File: src/rtl/st_gen_pkg.sv
// Shared types and helpers for the Avalon-ST packet source generator.
// Optional LFSR payload is selected with `ST_GEN_LFSR_EN (see st_gen_pattern).
package st_gen_pkg;

  typedef enum logic [1:0] {
    IDLE = 2'd0,
    SEND = 2'd1,
    GAP  = 2'd2,
    DONE = 2'd3
  } state_e;

  localparam int          SYMBOLS   = 16;
  localparam int          EMPTY_W   = 4;
  localparam logic [31:0] LFSR_TAPS = 32'h8020_0003;

  function automatic logic [31:0] len2beats(input logic [31:0] len_bytes);
    return (len_bytes + 32'(SYMBOLS - 1)) / 32'(SYMBOLS);
  endfunction

  // Right-shifting Galois step: feedback bit is the outgoing LSB.
  function automatic logic [31:0] lfsr_step(input logic [31:0] s);
    return (s >> 1) ^ (s[0] ? LFSR_TAPS : 32'h0);
  endfunction

endpackage

File: src/rtl/st_gen_pattern.sv
// Payload word source: loads on start, advances one beat's worth of words per accepted beat.
// Default is an incrementing counter; `ST_GEN_LFSR_EN selects a 32-bit Galois LFSR instead.
module st_gen_pattern
  import st_gen_pkg::*;
#(
  parameter int DATA_W = 128
) (
  input  logic              clk,
  input  logic              reset,
  input  logic              load_i,
  input  logic [31:0]       seed_i,
  input  logic              advance_i,
  output logic [DATA_W-1:0] lanes_o
);

  localparam int LANES = DATA_W / 32;

  logic [31:0] word_q, word_d;

`ifdef ST_GEN_LFSR_EN
  logic [31:0] walk;

  // Lane i is the LFSR state i steps ahead; the state after the last lane is the next beat's start.
  always_comb begin
    lanes_o = '0;
    walk    = word_q;
    for (int i = 0; i < LANES; i++) begin
      lanes_o[i*32 +: 32] = walk;
      walk                = lfsr_step(walk);
    end
    word_d = word_q;
    if (load_i) begin
      word_d = (seed_i == 32'h0) ? 32'h1 : seed_i;
    end else if (advance_i) begin
      word_d = walk;
    end
  end
`else
  always_comb begin
    lanes_o = '0;
    for (int i = 0; i < LANES; i++) begin
      lanes_o[i*32 +: 32] = word_q + 32'(i);
    end
    word_d = word_q;
    if (load_i) begin
      word_d = seed_i;
    end else if (advance_i) begin
      word_d = word_q + 32'(LANES);
    end
  end
`endif

  always_ff @(posedge clk or posedge reset) begin
    if (reset) begin
      word_q <= 32'h0;
    end else begin
      word_q <= word_d;
    end
  end

endmodule

File: src/rtl/st_pkt_source_gen.sv
// Avalon-ST packet generator: runs of fixed-length packets with SOP/EOP/empty, ready latency 0.
// Define `ST_GEN_LFSR_EN to switch the payload from a word counter to a Galois LFSR.
module st_pkt_source_gen
  import st_gen_pkg::*;
#(
  parameter int DATA_W     = 128,
  parameter int LEN_W      = 16,
  parameter int CNT_W      = 16,
  parameter int IPG_CYCLES = 4
) (
  input  logic               clk,
  input  logic               reset,
  input  logic               start,
  input  logic               abort,
  input  logic [LEN_W-1:0]   cfg_len_bytes,
  input  logic [CNT_W-1:0]   cfg_num_pkts,
  input  logic [31:0]        cfg_seed,
  output logic [DATA_W-1:0]  src_data,
  output logic               src_valid,
  input  logic               src_ready,
  output logic               src_sop,
  output logic               src_eop,
  output logic [EMPTY_W-1:0] src_empty,
  output logic               busy,
  output logic               done,
  output logic               cfg_err,
  output logic [CNT_W-1:0]   pkts_sent
);

  localparam logic [15:0] GAP_LAST = 16'((IPG_CYCLES > 0) ? IPG_CYCLES - 1 : 0);

  state_e             state_q, state_d;
  logic [LEN_W-1:0]   beat_idx_q, beat_idx_d;
  logic [LEN_W-1:0]   last_beat_q, last_beat_d;
  logic [EMPTY_W-1:0] empty_q, empty_d;
  logic [CNT_W-1:0]   num_q, num_d;
  logic [CNT_W-1:0]   pkts_q, pkts_d;
  logic [15:0]        gap_q, gap_d;
  logic               abort_q, abort_d;
  logic               cfg_err_q, cfg_err_d;

  logic               accept;
  logic               is_eop;
  logic               abort_eff;
  logic               load;
  logic [DATA_W-1:0]  lanes;

  assign accept    = (state_q == SEND) && src_ready;
  assign is_eop    = (beat_idx_q == last_beat_q);
  assign abort_eff = abort_q || abort;

  always_comb begin
    state_d     = state_q;
    beat_idx_d  = beat_idx_q;
    last_beat_d = last_beat_q;
    empty_d     = empty_q;
    num_d       = num_q;
    pkts_d      = pkts_q;
    gap_d       = gap_q;
    abort_d     = abort_q;
    cfg_err_d   = cfg_err_q;
    load        = 1'b0;
    unique case (state_q)
      IDLE: begin
        abort_d = 1'b0;
        if (start) begin
          if (cfg_len_bytes != '0 && cfg_num_pkts != '0) begin
            cfg_err_d   = 1'b0;
            num_d       = cfg_num_pkts;
            last_beat_d = LEN_W'(len2beats(32'(cfg_len_bytes)) - 32'd1);
            // Unused bytes on the last beat: (-len) mod SYMBOLS.
            empty_d     = EMPTY_W'(0) - cfg_len_bytes[EMPTY_W-1:0];
            beat_idx_d  = '0;
            pkts_d      = '0;
            load        = 1'b1;
            state_d     = SEND;
          end else begin
            cfg_err_d = 1'b1;
          end
        end
      end
      SEND: begin
        if (abort) begin
          abort_d = 1'b1;
        end
        if (accept) begin
          if (is_eop) begin
            pkts_d     = pkts_q + CNT_W'(1);
            beat_idx_d = '0;
            gap_d      = '0;
            if ((pkts_q + CNT_W'(1) == num_q) || abort_eff) begin
              state_d = DONE;
            end else if (IPG_CYCLES == 0) begin
              state_d = SEND;
            end else begin
              state_d = GAP;
            end
          end else begin
            beat_idx_d = beat_idx_q + LEN_W'(1);
          end
        end
      end
      GAP: begin
        if (abort_eff) begin
          abort_d = 1'b1;
          state_d = DONE;
        end else if (gap_q == GAP_LAST) begin
          state_d = SEND;
        end else begin
          gap_d = gap_q + 16'd1;
        end
      end
      DONE: begin
        abort_d = 1'b0;
        state_d = IDLE;
      end
      default: state_d = IDLE;
    endcase
  end

  always_ff @(posedge clk or posedge reset) begin
    if (reset) begin
      state_q     <= IDLE;
      beat_idx_q  <= '0;
      last_beat_q <= '0;
      empty_q     <= '0;
      num_q       <= '0;
      pkts_q      <= '0;
      gap_q       <= '0;
      abort_q     <= 1'b0;
      cfg_err_q   <= 1'b0;
    end else begin
      state_q     <= state_d;
      beat_idx_q  <= beat_idx_d;
      last_beat_q <= last_beat_d;
      empty_q     <= empty_d;
      num_q       <= num_d;
      pkts_q      <= pkts_d;
      gap_q       <= gap_d;
      abort_q     <= abort_d;
      cfg_err_q   <= cfg_err_d;
    end
  end

  st_gen_pattern #(
    .DATA_W (DATA_W)
  ) u_pattern (
    .clk       (clk),
    .reset     (reset),
    .load_i    (load),
    .seed_i    (cfg_seed),
    .advance_i (accept),
    .lanes_o   (lanes)
  );

  // Outputs decode straight from state so an async reset clears them in the same cycle.
  assign src_valid = (state_q == SEND);
  assign src_sop   = src_valid && (beat_idx_q == '0);
  assign src_eop   = src_valid && is_eop;
  assign src_empty = src_eop ? empty_q : '0;
  assign src_data  = src_valid ? lanes : '0;
  assign busy      = (state_q != IDLE);
  assign done      = (state_q == DONE);
  assign cfg_err   = cfg_err_q;
  assign pkts_sent = pkts_q;

endmodule

File: config.mk
export PLATFORM = sky130hd
export DESIGN_NAME = st_pkt_source_gen
export DESIGN_NICKNAME = d
export VERILOG_FILES = /design/src/rtl/st_gen_pkg.sv /design/src/rtl/st_gen_pattern.sv /design/src/rtl/st_pkt_source_gen.sv
export SDC_FILE = /design/constraint.sdc
export NUM_CORES = 1
export LEC_CHECK = 0
export ABC_AREA = 1
export BUFFER_PORTS_ARGS = -buffer_cell sky130_fd_sc_hd__buf_2
export CAP_MARGIN = 20
export CORE_MARGIN = 4
export CORE_UTILIZATION = 35
export DETAILED_ROUTE_END_ITERATION = 16
export MAX_ROUTING_LAYER = met4
export PLACE_DENSITY = 0.62
export SLEW_MARGIN = 20
export SYNTH_ARGS = -nofsm -noshare
export SYNTH_HDL_FRONTEND = slang
export SYNTH_SLANG_ARGS = --single-unit
File: constraint.sdc
create_clock -name clk -period 9.3 [get_ports clk]
set_clock_uncertainty 0.2 [all_clocks]
set_input_delay 1.86 -clock clk [delete_from_list [all_inputs] [get_ports clk]]
set_output_delay 1.86 -clock clk [all_outputs]
set_load 0.03 [all_outputs]
## Word-level counts from Yosys, hierarchy flattened

Index checks and enable logic that the tools add are counted.

| word-level totals | value |
|---|---|
| flip-flop bits (word level) | 120 |
| latch bits | 0 |
| bits in writable memories | 0 |
| bits in read-only memories | 0 |
| output and inout port bits | 154 |
| memories | 0 |

| cells by class | value |
|---|---|
| $add $sub $neg | 10 |
| $mul | 0 |
| divide/modulo/power cells | 0 |
| $lt $le $gt $ge | 0 |
| equality and inequality tests | 15 |
| shifts and indexed selects | 0 |
| mux-type cells | 32 |
| bitwise operators | 0 |
| reductions and logical operators | 22 |

Operator list:

| kind | number |
|---|---|
| $mux W16 | 10 |
| $mux W128 | 1 |
| $pmux W16 S2 | 3 |
| $add A32 B2 Y32 const B | 2 |
| $mux W32 | 2 |
| $add A16 B1 Y16 const B | 3 |
| $add A32 B1 Y32 const B | 1 |
| $add A32 B3 Y32 const B | 1 |
| $eq A16 B16 Y1 | 2 |
| $reduce_bool A16 Y1 | 2 |
| $add A16 B4 Y17 const B | 1 |
| $eq A16 B2 Y1 const B | 1 |
| $logic_not A16 Y1 | 1 |
| $reduce_and A5 Y1 | 3 |
| $sub A13 B1 Y14 const B | 1 |
| $mux W2 | 6 |
| $ne A2 B2 Y1 const B | 6 |
| $pmux W2 S4 | 1 |
| $reduce_bool A2 Y1 | 4 |
| $mux W1 | 7 |
| $eq A2 B2 Y1 const B | 2 |
| $logic_and A1 B1 Y1 | 4 |
| $mux W4 | 1 |
| $ne A2 B1 Y1 const B | 2 |
| 10 further kinds | 12 |

## Logic depth before layout (Yosys ltp)

| logic depth | value |
|---|---|
| depth after elaboration | 7 |
| gate-level depth with buffers | 17 |

## Hierarchy

From an unflattened synthesis, not the netlist that was laid out.

| unflattened totals | value |
|---|---|
| cell total of the unflattened synthesis | 1606 |
| area, all modules | 10420.0 µm² |

By module, submodules not included:

| module | times used | cells an instance | area each (µm²) |
|---|---|---|---|
| st_pkt_source_gen | 1 | 1055 | 6901.6 |
| st_gen_pattern | 1 | 551 | 3518.4 |

## Worst setup path after synthesis

Ideal clock, no wire load.

| timing path | value |
|---|---|
| path type | reg2out |
| start point | register state_q[1] |
| end point | output port src_data[94] |
| data arrival time | 2.582 ns |
| required time | 7.240 ns |
| setup slack | 4.658 ns |
| cell stages (with the launch flop) | 8 |
| path buffers | 1 |
| cell sequence | dfrtp_1 -> inv_1 -> ha_1 -> buf_2 -> inv_1 -> nor2_1 -> inv_1 -> o21ai_0 |

| on the way | value |
|---|---|
| longest elaborated chain between the ends | 2 |

Ends and longest elaborated chain:

| what | line | RTL |
|---|---|---|
| start: declaration | st_pkt_source_gen.sv:32 | `state_e state_q, state_d;` |
| start signal: assignment | st_pkt_source_gen.sv:133 | `state_q <= state_d;` |
| $eq A2 B1 Y1 | st_pkt_source_gen.sv:157 | `assign src_valid = (state_q == SEND);` |
| named net src_valid | st_pkt_source_gen.sv:19 | `output logic src_valid,` |
| $mux W128 | st_pkt_source_gen.sv:161 | `assign src_data = src_valid ? lanes : '0;` |
| end: declaration | st_pkt_source_gen.sv:18 | `output logic [DATA_W-1:0] src_data,` |

The timed path passes the listed nets, and every way through them passes these cells.

## Final worst setup path

| timing path | value |
|---|---|
| start point | register u_pattern.word_q[1] |
| end point | output port src_data[117] |

| on the way | value |
|---|---|
| longest elaborated chain between the ends | 2 |

Ends and longest elaborated chain:

| what | line | RTL |
|---|---|---|
| start: declaration | st_gen_pattern.sv:18 | `logic [31:0] word_q, word_d;` |
| start signal: assignment | st_gen_pattern.sv:57 | `word_q <= word_d;` |
| $add A32 B2 Y32 | st_gen_pattern.sv:42 | `lanes_o[i*32 +: 32] = word_q + 32'(i);` |
| $mux W128 | st_pkt_source_gen.sv:161 |  |

Every way passes these cells.

==> metrics.cfg <==
[status]
status = complete, no violations

[flow_run]
maxCapViolCount = 0

[global_route]
grt_pass1_wl_um = 57800
grt_overflow = 0
grt_start_max_net_pins = 100
grt-busiest-layer = met2
antenna_found_initial = 2
met3_usage = 0.0379
grt.met1_usage = 0.320
grt_pass1_vias = 10400
track_usage = 0.236
grt_use_met2 = 0.349

[layout]
nFillCells = 3013
regArea_mm2 = 0.00295
fin_nets = 1808
multiInputGateArea_mm2 = 0.00597
area_growth_pct = 18.7
layout-drive-gt1-share = 0.200
utilization = 0.420

[floorplanning]
die_w_um = 178
pin_count = 223
coreArea_mm2 = 0.0286
fp.dieH_um = 178
die_area_mm2 = 0.0317
rows = 62
initial_utilization = 0.354

[clocking]
cts_buffers = 17
cts_sinks = 118
cts_root_buffer = clkbuf_16
clkLatencyLatePin_ns = 0.42
cts_buffer_depth = 2
cts_hold_buffers = 0
post_cts_resized = 0
cts_tree = done
clk_pin_slew_worst_paths_ns = 0.06
post-cts-setup-buffers = 0
cts-htree-levels = 4

[synth]
yosys_warnings = 0
synth_most_common_cell = nand2_1
async_flop_share = 1.00
synth_cell_types = 49
synth_nets = 1631
synth_seq_cells = 118
synth_edf_count = 0
synth_top_cell_by_area = dfrtp_1
synthFlopType = dfrtp_1
ys_seq_area_frac = 0.292
netlist_instances = 1545
yosysTopAreaCellShare = 0.292
netlist_top_cells_area = dfrtp_1 29%, nand2_1 12%, inv_1 8.1%
synth_area_mm2 = 0.0101
syn_area_per_cell_um2 = 6.56
synth_common_cells = 335 x nand2_1, 218 x inv_1, 141 x nor2_1

[timing]
worst_hold_slack_ns = 0.284
worst_pin_slew_ns = 1.02
final_max_slew_viol_count = 0
hold_viol = 0
maxSlewHeadroom = 0.320
grt_setup_unrepaired = no
min_period_ns = 5.07
setup_violations = 0
finalCritPeriodShare = 0.546
setup_tns_ns = 0
fin_ws_ns = 4.23
max_freq_mhz = 197

[worst_hold_path]
min_path_type = flop to flop
min_from = empty_q[2]

[worst_setup_path]
cp.arrival_ns = 3.01
critPathKind = flop to primary output
endpoint_kind = primary output
worst_setup_path_start_kind = flop
path_cells = inv_1 -> ha_1 -> nand2_1 -> nand2_1 -> inv_1 -> nor2_1 -> inv_1 -> nor2_1 -> inv_1 -> nor2_1 -> a21oi_1 -> nor3_1 -> buf_2
cp-startpoint = u_pattern.word_q[1]
crit_fanout = 7
crit_required_ns = 7.24
cpMaxStageDelayCell = dfrtp_1
path_common_cell = inv_1
r2r-start = state_q[1]
slowest_delay_ns = 0.51

[drt]
via_per_inst = 5.22
drtPass1Iterations = 7
drt-total-wl_um = 36800
dr_total_vias = 11100
wl_per_cell_um = 17.4
drtIter0Drc = 1020
drcViolationCount = 0
ant_nets = 0

[pwr]
p_leak_nw = 5.71
powerDensity_mw_per_mm2 = 323
peakVddDrop_mv = 0.163

[placement]
gp_congestion = 0.978
dpl_worst_slack_ns = 4.47
dp_hpwl_um = 27900
port_buffers = 222

[state kept, by name, indices dropped and copies added (netlist names)]
name and count:
cfg_err 1, u_pattern.word_q 32, gap_q 16, abort_q 1, beat_idx_q 16, num_q 16
last_beat_q 14, pkts_sent 16, state_q 2, empty_q 4
[layer usage]
layer / wire length (um) / vias up / part of all wire
li1: - / 5429 / -
met2: 16500 / 420 / 0.45
met1: 16300 / 5147 / 0.44
met3: 2500 / 73 / 0.068
met4: 1510 / 0 / 0.041
met5: 0 / - / 0
[logic make-up after synthesis]
kind of cell	count (synthesis)	synth area share
compound gates	290	0.157
xor+xnor	66	0.0584
fa+ha+maj	17	0.0210
buf+inv	299	0.121
flops	118	0.292
mux	1	0.00111
simple gates	754	0.349
[power by group]
| group | switching, W | internal [W] | leakage (nW) | total, W |
|---|---|---|---|---|
| clock | 0.000260 | 0.000426 | 0.292 | 0.000685 |
| combinational | 0.00165 | 0.000602 | 3.91 | 0.00226 |
| sequential | 0.000266 | 0.000672 | 1.51 | 0.000938 |
[area by class of cell]
type                       instances  share of cell area
multi-input combinational       1128               0.497
sequential                       118               0.246
timing repair buffer             227              0.0956
inverter                         230              0.0720
tap                              384              0.0400
clock buffer                      18              0.0365
clock inverter                    13              0.0130
antenna                            2            0.000416
[per-stage QoR]
stage / area [um^2] / power, W / std cells
after detailed placement: 11400 / 0.00318 / 2087
after CTS: 12000 / 0.00388 / 2118
after global routing: 12000 / 0.00416 / 2120
after global placement: 11400 / 0.00317 / 2087
final: 12000 / 0.00388 / 2120
after floorplan: 10100 / 0.00253 / 1545
[worst max-delay path, delay by kind of cell, from the launching register on]
family / cells / cell delay [ns]
adder cells (fa/ha/maj): 1 / 0.20
AO/OA/AOI/OAI: 1 / 0.08
flip-flops: 1 / 0.51
buffers and inverters: 5 / 0.89
AND/OR/NAND/NOR: 6 / 0.90
[placed cells by master (no fill, tap or decap), types with 19 or more instances in the layout]
cell type	synthesis	routed
nand4_1	39	39
buf_2	29	222
nand3_1	86	86
a21oi_1	88	88
nor4_1	21	21
xnor2_1	19	19
o21ai_0	137	137
xor2_1	46	46
nor3_1	57	57
nor2_1	141	141
nand2_1	335	335
dfrtp_1	118	118
inv_1	218	216
[worst paths after layout]
kind,endpoint,slack [ns],cells past startpoint
max,src_data[117],4.23,13
min,empty_q[2],0.28,2
max reg2reg,u_pattern.word_q[20],5.74,10
min reg2reg,empty_q[2],0.28,2
max in group asynchronous,u_pattern.word_q[11],6.25,3
min in group asynchronous,num_q[3],1.42,2
No activity file was read; power rests on OpenSTA's default activity.
